`config.mk`:
```
export PLATFORM = sky130hd
export DESIGN_NAME = display7_scan_ctrl
export DESIGN_NICKNAME = d
export VERILOG_FILES = /design/src/rtl/display7_pkg.sv /design/src/rtl/display7_onehot_chk.sv /design/src/rtl/display7_scan_ctrl.sv
export SDC_FILE = /design/constraint.sdc
export NUM_CORES = 1
export LEC_CHECK = 0
export BUFFER_PORTS_ARGS = -buffer_cell sky130_fd_sc_hd__buf_2
export CAP_MARGIN = 20
export CORE_UTILIZATION = 53
export DETAILED_ROUTE_END_ITERATION = 8
export PLACE_DENSITY = 0.92
export SLEW_MARGIN = 0
export SYNTH_ARGS = -nofsm -noshare
export SYNTH_HDL_FRONTEND = slang
export SYNTH_SLANG_ARGS = --single-unit
export TNS_END_PERCENT = 50
```
`constraint.sdc`:
```
create_clock -name clk -period 4.21 [get_ports clk]
set_input_delay 0.842 -clock clk [delete_from_list [all_inputs] [get_ports clk]]
set_output_delay 0.842 -clock clk [all_outputs]
set_load 0.05 [all_outputs]
```
`src/rtl/display7_pkg.sv`:
```
`default_nettype none
// +-------------------------------------------------------------------------+
// | Module      : display7_pkg                                              |
// | Description : Shared widths, vector bit positions and scan FSM states   |
// |               for the display7 decoder scan controller.                 |
// | Revision    : 1.0 - initial release                                     |
// +-------------------------------------------------------------------------+
package display7_pkg;

   localparam int IN_W  = 4;
   localparam int OUT_W = 64;

   // Position of each decoder input inside a 4-bit vector
   localparam int X1_B = 0;
   localparam int X3_B = 1;
   localparam int X5_B = 2;
   localparam int X7_B = 3;

   typedef enum logic [2:0] {
      IDLE    = 3'd0,
      DRIVE   = 3'd1,
      CAPTURE = 3'd2,
      EMIT    = 3'd3,
      NEXT    = 3'd4,
      FINISH  = 3'd5
   } scan_state_t;

endpackage
`default_nettype wire

```
`src/rtl/display7_onehot_chk.sv`:
```
`default_nettype none
// +-------------------------------------------------------------------------+
// | Module      : display7_onehot_chk                                       |
// | Description : Flags an all-zero decoder word and a word with more than  |
// |               one bit set.                                              |
// | Revision    : 1.0 - initial release                                     |
// +-------------------------------------------------------------------------+
module display7_onehot_chk
   import display7_pkg::*;
(
   input  logic [OUT_W-1:0] in_y,
   output logic             zero,
   output logic             multi
);

   // x & (x-1) clears the lowest set bit; anything left means two or more bits
   assign zero  = ~|in_y;
   assign multi = |(in_y & (in_y - OUT_W'(1)));

endmodule
`default_nettype wire

```
`src/rtl/display7_scan_ctrl.sv`:
```
`default_nettype none
// +-------------------------------------------------------------------------+
// | Module      : display7_scan_ctrl                                        |
// | Description : Drives the display7 decoder with one vector or a 0..15    |
// |               sweep, captures each settled output and streams results.  |
// | Revision    : 1.0 - initial release                                     |
// +-------------------------------------------------------------------------+
module display7_scan_ctrl
   import display7_pkg::*;
#(
   parameter int DWELL     = 2,
   parameter bit SKIP_ZERO = 1'b1
)(
   input  logic             clk,
   input  logic             rst,
   input  logic             start,
   input  logic             sweep,
   input  logic [IN_W-1:0]  vec_in,
   output logic [IN_W-1:0]  dec_x,
   input  logic [OUT_W-1:0] dec_y,
   output logic             res_valid,
   input  logic             res_ready,
   output logic [IN_W-1:0]  res_vec,
   output logic [OUT_W-1:0] res_y,
   output logic [OUT_W-1:0] hit_mask,
   output logic             multi_hot,
   output logic             busy,
   output logic             done
);

   localparam int              CNT_W        = (DWELL > 1) ? $clog2(DWELL) : 1;
   localparam logic [CNT_W-1:0] C_DWELL_LAST = CNT_W'(DWELL - 1);

   scan_state_t      state_q,   state_d;
   logic [IN_W-1:0]  vec_q,     vec_d;
   logic [CNT_W-1:0] cnt_q,     cnt_d;
   logic             sweep_q,   sweep_d;
   logic [OUT_W-1:0] res_y_q,   res_y_d;
   logic [IN_W-1:0]  res_vec_q, res_vec_d;
   logic [OUT_W-1:0] hit_q,     hit_d;
   logic             multi_q,   multi_d;

   logic             y_zero;
   logic             y_multi;

   display7_onehot_chk u_onehot_chk (
      .in_y  (dec_y),
      .zero  (y_zero),
      .multi (y_multi)
   );

   // Next-state, datapath updates and state-decoded outputs
   always_comb begin
      state_d   = state_q;
      vec_d     = vec_q;
      cnt_d     = cnt_q;
      sweep_d   = sweep_q;
      res_y_d   = res_y_q;
      res_vec_d = res_vec_q;
      hit_d     = hit_q;
      multi_d   = multi_q;
      res_valid = 1'b0;
      busy      = 1'b1;
      done      = 1'b0;

      case (state_q)
         IDLE: begin
            busy = 1'b0;
            if (start) begin
               sweep_d = sweep;
               vec_d   = sweep ? '0 : vec_in;
               hit_d   = '0;
               multi_d = 1'b0;
               cnt_d   = '0;
               state_d = DRIVE;
            end
         end
         DRIVE: begin
            if (cnt_q == C_DWELL_LAST) begin
               cnt_d   = '0;
               state_d = CAPTURE;
            end else begin
               cnt_d = cnt_q + CNT_W'(1);
            end
         end
         CAPTURE: begin
            res_y_d   = dec_y;
            res_vec_d = vec_q;
            hit_d     = hit_q | dec_y;
            multi_d   = multi_q | y_multi;
            state_d   = (SKIP_ZERO && y_zero) ? NEXT : EMIT;
         end
         EMIT: begin
            res_valid = 1'b1;
            if (res_ready) begin
               state_d = NEXT;
            end
         end
         NEXT: begin
            // A sweep ends at the top vector rather than wrapping to 0
            if (!sweep_q || (vec_q == {IN_W{1'b1}})) begin
               state_d = FINISH;
            end else begin
               vec_d   = vec_q + IN_W'(1);
               state_d = DRIVE;
            end
         end
         FINISH: begin
            done    = 1'b1;
            state_d = IDLE;
         end
         default: begin
            state_d = IDLE;
         end
      endcase
   end

   // State and datapath registers with synchronous reset
   always_ff @(posedge clk) begin
      if (rst) begin
         state_q   <= IDLE;
         vec_q     <= '0;
         cnt_q     <= '0;
         sweep_q   <= 1'b0;
         res_y_q   <= '0;
         res_vec_q <= '0;
         hit_q     <= '0;
         multi_q   <= 1'b0;
      end else begin
         state_q   <= state_d;
         vec_q     <= vec_d;
         cnt_q     <= cnt_d;
         sweep_q   <= sweep_d;
         res_y_q   <= res_y_d;
         res_vec_q <= res_vec_d;
         hit_q     <= hit_d;
         multi_q   <= multi_d;
      end
   end

   assign dec_x     = {vec_q[X7_B], vec_q[X5_B], vec_q[X3_B], vec_q[X1_B]};
   assign res_y     = res_y_q;
   assign res_vec   = res_vec_q;
   assign hit_mask  = hit_q;
   assign multi_hot = multi_q;

endmodule
`default_nettype wire

```
Yosys cells after proc, flatten, opt, wreduce, memory -nomap -nowiden
Cells that the tools add are included.

cells by class
  muxes and demuxes = 19
  add/subtract/negate cells = 3
  reductions and logical operators = 13
  bitwise gates (word level) = 3
  equal/unequal tests = 10

operators with widths
  operator                 number
  $pmux W64 S2             1
  $reduce_or A64 Y1        2
  $and A64 B64 Y64         1
  $mux W64                 1
  $or A64 B64 Y64          1
  $sub A64 B1 Y64 const B  1
  $mux W3                  5
  $pmux W3 S5              1
  $mux W4                  3
  $ne A2 B2 Y1 const B     4
  $pmux W4 S2              1
  $eq A3 B2 Y1 const B     2
  $eq A3 B3 Y1 const B     2
  $reduce_and A2 Y1        3
  $reduce_and A3 Y1        2
  $reduce_bool A2 Y1       3
  $mux W1                  5
  $add A4 B1 Y4 const B    1
  $eq A4 B4 Y1 const B     1
  $pmux W1 S2              2
  $eq A3 B1 Y1 const B     1
  $logic_not A3 Y1         1
  $add A1 B1 Y1 const B    1
  $logic_not A1 Y1         1
  other kinds (2)          2

storage, ports and cells
  output and inout port bits = 140
  register bits after elaboration = 142
  logic and storage cells = 56
  input bits = 73

Longest topological paths before layout
Gate-level depths: netlist of the first run.

  word-level depth = 5
  depth in mapped cells = 8
  mapped depth without buffers = 7

By module
Synthesis of the first run repeated with hierarchy kept, for this count alone.

unflattened totals
  cells, all modules = 723
  area total of the unflattened synthesis = 5756.8 sq um

by module, submodules not included
  module               cells an instance  sequential area each (sq um)  instances  area each (sq um)
  display7_scan_ctrl   586                2842.7                        1          4911.0
  display7_onehot_chk  137                0.0                           1          845.8

Least setup slack after synthesis of the first run
OpenSTA, ideal clock, no wires.

  path kind = input-to-reg
  from = input port dec_y[2]
  to = register multi_q (netlist: multi_hot)
  required time = 4.090 ns
  data arrival time = 2.757 ns
  stages = 7
  setup time = 0.120 ns
  buffers on the path = 0
  path slack = 1.334 ns
  cells stage by stage = nor4_4 nand3_4 nor4_4 nand4_1 a2111oi_2 nand4_1 o31a_1

on the way
  word-level cells in the longest chain between the ends = 5

RTL lines
  element               RTL line                   RTL
  start, declared       display7_scan_ctrl.sv:20   input logic [OUT_W-1:0] dec_y,
  $sub A64 B1 Y64       display7_onehot_chk.sv:18  assign multi = |(in_y & (in_y - OUT_W'(1)));
  $and A64 B64 Y64 *    display7_onehot_chk.sv:18
  $reduce_or A64 Y1 *   display7_onehot_chk.sv:18
  $or A1 B1 Y1 *        display7_scan_ctrl.sv:90   multi_d = multi_q | y_multi;
  $pmux W1 S2 *         display7_scan_ctrl.sv:66   case (state_q)
  end signal, assigned  display7_scan_ctrl.sv:137  multi_q <= multi_d;
  end, declared         display7_scan_ctrl.sv:41   logic multi_q, multi_d;

Every way passes the cells marked *; elsewhere a longest branch is shown, timed or not.
A chain may end at the register's enable or synchronous reset.

Worst setup path in the final report of the first run
  from = input port dec_y[1]
  to = register multi_q (netlist: multi_hot)

The elaborated chain is that of the path after synthesis.

==> metrics, run 1 <==
status finished, final reports clean; layout cells sized above 1 0.2846; slew at the pin closest to its max-slew limit 1038 ps; relative slew slack 0.3082; DRT antenna net count 0; Synth cell types 58; Worst EP arrival 3350 ps; area leader, netlist dfxtp_1; fin crit period approximately 3000 ps; nets 986; Non-Filler Instances 1060; number of synthesized flops with an enable pin 0; Initial Util 0.5468; # fillers 839; Pre-antenna DRT Iters 7; Post-CTS Setup Bufs 0; unrepaired setup endpoints after global routing false; post-DR wirelength/cell 16.26 um; Worst VDD drop 0.3330 mV; Root Buffer clkbuf_8; DR DRC count 0; clock transition at the registers of the reported paths around 60 ps; gpl congestion 0.9127; clk_lat worst skew 510 ps; initial antenna violation count 0; Peak Freq 338.3 MHz; Mapped Avg Cell Area slightly below 8 sq um; final setup fails 0; cell count after synthesis 716; Ant. Diodes 0; Final Hold Vio Count 0; I/O pin cnt 213; Die Y 105.4 um; setup TNS 0 ps; DRT Wirelength 17230 um; CTS Sinks 142; type of destination of the critical path register; CTS Hold Bufs 0; largest net degree at the start of global routing 78; Max clock buf depth 2; Leak 3.126 nW; post-synthesis register bit count 142; post-layout util 0.7140; count leader, synth nand2_1; Area Growth Syn to Fin 30.58%; Req. time, crit path 4610 ps; Syn Nets 790; synth warn 0; top routing layer used met4; CTS tree yes; Seq/Total Area, Yosys 0.5013; Final Max Slew Viols 0; first-pass GRT wire length about 27000 um; clk_skew roughly 6.4 ps; ys flop type dfxtp_1; I/O Buffers roughly 210; H-tree depth 4; Synth top area share 0.5013; asr flop ratio synth 0; Synth area leaders dfxtp_1, a21oi_1, nand2_1, nor2_1, clkbuf_1; min-delay worst type register to register; CP startpoint kind input port; total grt overflow 0; Die W 105.4 um; GRT Util Overall 0.3101; final worst path period share 0.7022; row count 37; Design Area, Final 7405 sq um; DRT iter0 DRCs 509; die area roughly 11000 sq um; via count 6078; WL met3 1534 um; top cells by count, synth nand2_1, a21oi_1, dfxtp_1; Crit Path Class input port to register; met2 routed WL between 8000 and 9000 um; maxcap violations 0; CTS buffer count 17; DRT met1 WL about 6900 um; number of global-route vias before repair 5505; Pwr Density 438.4 nW/um^2; Vias/cell 5.734; dpl hpwl between 10000 and 15000 um; mapped cell area 5670 sq um; placed cell area about 7000 sq um; worst-path maximum fanout 9; CTS resizes 0; Inst Count DP 1029; core footprint 10370 sq um
[per-stage QoR]
step                      hold WS, ps  setup slack [ps]  power [mW]
after floorplan                 463.3              1334       1.610
after global placement          438.8             913.8       1.739
after detailed placement        443.0             792.0       1.744
after CTS                       450.9              1297       3.252
after global routing            464.2              1148       3.346
final                           448.8              1254       3.246
[power by group]
group	leakage [nW]	switching, mW	internal, mW	total, mW
sequential	1.15	0.0184	1.37	1.39
combinational	1.69	0.247	0.0864	0.334
clock	0.292	0.549	0.975	1.52
[cells in the final DEF (no fill, tap or decap), types with 3 or more instances in the layout]
cell type,Yosys,layout
nor3_1,9,9
maj3_1,3,3
nand4_1,9,9
or3_1,3,3
o21ai_0,21,21
nor4_1,10,10
bufinv_16,0,4
a211oi_1,4,4
nor2_1,95,94
a21oi_1,148,148
buf_2,0,212
nand4b_1,5,5
buf_4,0,5
nand2_1,149,149
dfxtp_1,142,142
clkbuf_1,35,3
a22oi_1,4,4
clkbuf_16,0,16
a31oi_1,4,4
inv_1,5,5
clkinv_4,0,3
o31a_1,3,3
o31ai_1,3,3
nand3_1,9,9
[kinds of logic (layout without fill, tap and decap cells)]
kind of cell	Yosys count	in the layout	share of synthesized area
multiplexers	2	2	0.003531
AO/OA/AOI/OAI	207	207	0.2037
buffers and inverters	46	254	0.03045
flip-flops	142	142	0.5013
adder cells (fa/ha/maj)	4	4	0.007502
AND/OR/NAND/NOR	315	315	0.2535
[routing by layer]
layer  global-route usage  up-vias
li1                     -     2888
met1               0.3724     2823
met2               0.5287      325
met3              0.07297       42
met4               0.1328        0
met5                    0        -
[state kept, by name, summed over array words and instances (netlist names)]
| name | flops |
|---|---|
| hit_mask | 64 |
| res_y | 64 |
| dec_x | 4 |
| res_vec | 4 |
| state_q | 3 |
| cnt_q | 1 |
| multi_hot | 1 |
| sweep_q | 1 |
[final timing paths]
| check | startpoint | endpoint | slack (ps) | cells past startpoint |
|---|---|---|---|---|
| hold / removal | res_y[10] | res_y[10] | 450 | 2 |
| setup / recovery | dec_y[1] | multi_hot | 1250 | 8 |
| setup reg to reg | state_q[0] | hit_mask[50] | 1790 | 5 |
| hold reg to reg | res_y[10] | res_y[10] | 450 | 2 |
[layout make-up]
cell class,instances,area (sq um),area share
well taps,136,170.2,0.02298
multi-input cells,528,2668,0.3603
inverters,6,22.52,0.003042
flip-flops and latches,142,2843,0.3839
repair buffers,217,1099,0.1484
clock buffers,21,439.2,0.05931
clock inverters,10,163.9,0.02214
[worst max-delay path, stage by stage]
cell	delay, ps
buf_2	150
nor3_1	510
nand3_4	220
nor3_1	630
nand3b_1	180
a222oi_1	370
nand4_1	140
o31a_1	310
(Power assumes the default switching activity.)
==> run 2, diff against run 1 <==
--- a/config.mk
+++ b/config.mk
@@ -7,9 +7,9 @@
 export LEC_CHECK = 0
 export BUFFER_PORTS_ARGS = -buffer_cell sky130_fd_sc_hd__buf_2
 export CAP_MARGIN = 20
-export CORE_UTILIZATION = 53
+export CORE_UTILIZATION = 44
 export DETAILED_ROUTE_END_ITERATION = 8
-export PLACE_DENSITY = 0.92
+export PLACE_DENSITY = 0.83
 export SLEW_MARGIN = 0
 export SYNTH_ARGS = -nofsm -noshare
 export SYNTH_HDL_FRONTEND = slang
==> constraint.sdc (replaced) <==
create_clock -name clk -period 2.4 [get_ports clk]
set_input_delay 0.48 -clock clk [delete_from_list [all_inputs] [get_ports clk]]
set_output_delay 0.48 -clock clk [all_outputs]
set_load 0.05 [all_outputs]
==> metrics, run 2 (synthesis gave the netlist of run 1 again) <==
status finished, final reports clean; relative slew slack 0.5843; final worst path period share 0.9872; DRT iter0 DRCs around 500; H-tree depth 4; r2r endpoint dec_x[2]; Design Power 6.274 mW; post-place setup slack -548.1 ps; CTS tree yes; nets 1080; slew at the pin closest to its max-slew limit 623.6 ps; Pwr Density about 750 nW/um^2; GRT Util Overall 0.2823; Vias/cell 5.402; Area Growth Syn to Fin 47.71%; worst-path cell chain buf_2 -> nor4_4 -> buf_4 -> nand2_2 -> buf_6 -> or3_4 -> maj3_2 -> a2111oi_4 -> nand4_1 -> o31a_1; slowest stage delay, CP 370 ps; Peak Freq approximately 420 MHz; row count ~40; setup TNS 0 ps; DRT Wirelength 18860 um; die area ~13000 sq um; final setup fails 0; Worst VDD drop 0.4718 mV; clock transition at the registers of the reported paths 60 ps; unrepaired setup endpoints after global routing false; Initial Util 0.4512; Min-Delay Startpoint dec_y[41]; FF-to-FF Start state_q[2]; layout cells sized above 1 0.3576; clk_skew 7.971 ps; initial antenna violation count 0; worst-path maximum fanout 6; fin crit period 2369 ps; Final Max Slew Viols 0; I/O pin cnt roughly 210; Die W 115.5 um; CTS buffer count 17; post-DR wirelength/cell ~16 um; Crit Path Class input port to register; gpl congestion just under 0.9; total grt overflow 0; highest-count cells in the layout ignoring fill and taps buf_2, nand2_1, a21oi_1; largest net degree at the start of global routing 78; Req. time, crit path 2700 ps; CP max-delay cell or3_4; DR DRC count 0; DRT antenna net count 0; type of destination of the critical path register; WHS Endpoint res_y[41]; reg2reg setup slack roughly 560 ps; Final Hold Vio Count 0; dpl hpwl 13500 um; Die Y 115.5 um; reg2reg path depth 6; final setup margin 30.62 ps; Worst EP arrival between 2000 and 3000 ps; first-pass GRT wire length 28770 um; CP startpoint kind input port; Max clock buf depth 2; number of global-route vias before repair 5832; I/O Buffers 212; CTS Sinks roughly 140; clk_lat worst skew ~420 ps; core footprint 12570 sq um; via count 6428; hold path depth 3; most common cell after layout, fill and taps aside buf_2; min-delay worst type input port to register; Leak 3.664 nW; # fillers 1039; Pre-antenna DRT Iters 5; Ant. Diodes 0; maxcap violations 0; Root Buffer clkbuf_16
-- run 2: worst max path at each step --
stage                 to  cells after the start       from
6_report       multi_hot                     10  dec_y[13]
5_1_grt        multi_hot                     10  dec_y[13]
4_1_cts        multi_hot                     10  dec_y[12]
3_5_place_dp   multi_hot                     10  dec_y[12]
3_3_place_gp   multi_hot                     10  dec_y[12]
2_1_floorplan  multi_hot                      7   dec_y[5]
-- run 2: stage by stage --
| step | hold slack [ps] | instances | area [sq um] | util |
|---|---|---|---|---|
| global route | 345.1 | 1190 | 8376 | 0.6664 |
| CTS | 321.5 | 1189 | 8323 | 0.6622 |
| global placement | 437.9 | 1158 | 7600 | 0.6047 |
| finish | 342.0 | 1190 | 8376 | 0.6664 |
| detailed placement | 443.0 | 1158 | 7600 | 0.6047 |
| floorplan | 463.3 | 716 | 5688 | - |
-- run 2: layout make-up --
type,instances,area [sq um],share of cell area
sequential,142,2843,0.3394
multi-input combinational,528,2735,0.3266
timing repair buffer,311,1852,0.2211
clock buffer,20,446.7,0.05333
clock inverter,11,261.5,0.03122
tap,172,215.2,0.02569
inverter,6,22.52,0.002689
-- run 2: where the power goes --
part | internal [mW] | switching (mW)
Clock | 2.18 | 0.960
Combinational | 0.235 | 0.464
Sequential | 2.40 | 0.0324
Total | 4.82 | 1.46
-- run 2: critical path, delay by kind of cell --
kind / cells / cell delay (ps)
AND/OR/NAND/NOR: 4 / 840
AO/OA/AOI/OAI: 2 / 560
buffers and inverters: 3 / 430
adder cells (fa/ha/maj): 1 / 330
-- run 2: timing repair --
action | 4_1_cts | 5_1_grt
gates resized for setup | 2 | 11
setup buffers | 0 | 1
endpoints found under the setup margin | 1 | 1
hold buffers | 0 | 0
gates cloned | 0 | 0
pin swaps | 0 | 9
-- run 2: layer usage --
metal	vias up	routed length (um)	GRT usage
met5	-	0	0
met4	0	637	0.1446
met3	57	1422	0.08630
met2	283	9000	0.4623
met1	3005	7795	0.3345
li1	3083	-	-
==> run 3, diff against run 2 <==
--- a/config.mk
+++ b/config.mk
@@ -5,11 +5,14 @@
 export SDC_FILE = /design/constraint.sdc
 export NUM_CORES = 1
 export LEC_CHECK = 0
+export ABC_AREA = 1
 export BUFFER_PORTS_ARGS = -buffer_cell sky130_fd_sc_hd__buf_2
 export CAP_MARGIN = 20
-export CORE_UTILIZATION = 44
+export CORE_UTILIZATION = 46
 export DETAILED_ROUTE_END_ITERATION = 8
-export PLACE_DENSITY = 0.83
+export PLACE_DENSITY = 0.84
+export REMOVE_ABC_BUFFERS = 1
+export SKIP_LAST_GASP = 1
 export SLEW_MARGIN = 0
 export SYNTH_ARGS = -nofsm -noshare
 export SYNTH_HDL_FRONTEND = slang
==> metrics, run 3 <==
status finished, final reports clean; CTS resizes 0; post-DR wirelength/cell 14.35 um; total grt overflow 0; type of destination of the critical path output pin; layout cells sized above 1 0.2213; hold slack 357.0 ps; Initial Util 0.4789; Worst VDD drop 0.5608 mV; dpl hpwl 14980 um; Die Y 120.3 um; min-delay worst type input port to register; I/O pin cnt roughly 210; CTS Sinks about 140; Final Max Slew Viols 0; mapped cell area 6442 sq um; cell count after synthesis 996; worst-path maximum fanout 4; DRT Wirelength 19900 um; clock transition at the registers of the reported paths approximately 60 ps; post-synthesis register bit count 142; count leader, synth nand2_1; synth warn 0; gpl congestion 1.002; Largest delay share family, worst path buffers and inverters; Post-CTS Setup Bufs 0; die area 14480 sq um; Inst Count DP 1355; first-pass GRT wire length 32330 um; highest-count cells in the layout ignoring fill and taps nand2_1, nor2_1, buf_2; number of synthesized flops with an enable pin 0; DR DRC count 0; worst-path cell chain inv_1 -> nor3_1 -> buf_2; ys flop type dfxtp_1; Synth top area share 0.4413; maxcap violations 0; asr flop ratio synth 0; fin crit period 2006 ps; slowest stage delay, CP 370 ps; Pre-antenna DRT Iters 6; initial antenna violation count 0; I/O Buffers 212; row count 42; final worst path period share 0.8357; Die W 120.3 um; setup TNS 0 ps; Design Power 7.837 mW; area leader, netlist dfxtp_1; Worst EP arrival 1530 ps; DRT antenna net count 0; Leak 3.609 nW; GRT Util Overall 0.2834; CP max-delay cell dfxtp_1; top cells by count, synth nand2_1, nor2_1, dfxtp_1; # fillers 1295; most common cell after layout, fill and taps aside nand2_1; DRT iter0 DRCs about 630; Peak Freq 498.6 MHz; Max clock buf depth 2; CTS tree yes; via count just over 7k; CTS buffer count 17; H-tree depth 4; clk_lat worst skew 420 ps; nets ~1.3k; Area Growth Syn to Fin 28.06%; Non-Filler Instances between 1k and 1.5k; Final Hold Vio Count 0; Root Buffer clkbuf_16; final setup fails 0; relative slew slack 0.6803; slew at the pin closest to its max-slew limit 477.0 ps; Ant. Diodes 0; Mapped Avg Cell Area 6.468 sq um; CTS Hold Bufs 0; Req. time, crit path 1920 ps; Synth cell types 31; unrepaired setup endpoints after global routing false; core footprint 13450 sq um; clk_skew about 5.7 ps; Synth area leaders dfxtp_1, nand2_1, nor2_1, a21oi_1, inv_1; Vias/cell 5.192; largest net degree at the start of global routing 75; Seq/Total Area, Yosys 0.4413; CP bufs+invs 2; Crit Path Class register to output pin; number of global-route vias before repair 6612; Pwr Density around 950 nW/um^2; CP startpoint kind register
==> run 3: cell count changes in the layout (fill, tap and decap cells not counted), moves of 12 or more <==
| cell | before | now |
|---|---|---|
| nand2_1 | 148 | 338 |
| nor2_1 | 94 | 229 |
| buf_4 | 95 | 4 |
| inv_1 | 5 | 34 |
| a21oi_1 | 148 | 136 |
==> run 3: worst min-delay path, delay by kind of cell <==
family	cells	cell delay, ps
AOI/OAI and AO/OA	1	60
buffers and inverters	1	130
and+or+nand+nor	1	60
==> run 3: path summary, 6_finish.rpt <==
| path | endpoint | slack (ps) | start | depth (start not counted) |
|---|---|---|---|---|
| setup / recovery | res_valid | 390 | state_q[1] | 3 |
| hold / removal | res_y[8] | 360 | dec_y[8] | 3 |
| setup reg to reg | hit_mask[3] | 570 | state_q[1] | 9 |
| hold reg to reg | res_y[58] | 460 | res_y[58] | 2 |
==> run 3: layer usage <==
| layer | routed length (um) | track usage | vias up |
|---|---|---|---|
| li1 | - | - | 3585 |
| met1 | 8683 | 0.3698 | 3275 |
| met2 | 9121 | 0.4537 | 309 |
| met3 | 1703 | 0.07170 | 32 |
| met4 | 388 | 0.09877 | 0 |
| met5 | 0 | 0 | - |
==> run 3: stage by stage <==
step                utilization  worst slack (ps)  cell area (sq um)
global placement         0.5693             154.1               7659
finish                   0.6133             394.4               8250
floorplan                     -             -8963               6280
global route             0.6133             304.1               8250
CTS                      0.6133             372.8               8250
detailed placement       0.5693             171.9               7659
==> run 3: layout make-up <==
class	instances	area, sq um	area share
multi-input combinational	783	3313	0.4016
sequential	142	2843	0.3446
timing repair buffer	219	1151	0.1395
clock buffer	21	450.4	0.05460
tap	176	220.2	0.02669
clock inverter	11	141.4	0.01714
inverter	35	131.4	0.01592
==> run 3: cell families (layout without fill, tap and decap cells) <==
logic type,count (synthesis),count (layout),share of synthesized area
AND/OR/NAND/NOR,610,610,0.3725
AO/OA/AOI/OAI,171,171,0.1373
XOR/XNOR,1,1,0.001360
adder cells (fa/ha/maj),1,1,0.001942
flip-flops,142,142,0.4413
buffers and inverters,71,286,0.04564
==> run 3: where the power goes <==
group | internal (mW) | total, mW | switching, mW
logic | 0.574 | 2.42 | 1.84
clock network | 1.65 | 2.63 | 0.975
registers | 2.64 | 2.79 | 0.151
total | 4.87 | 7.84 | 2.97
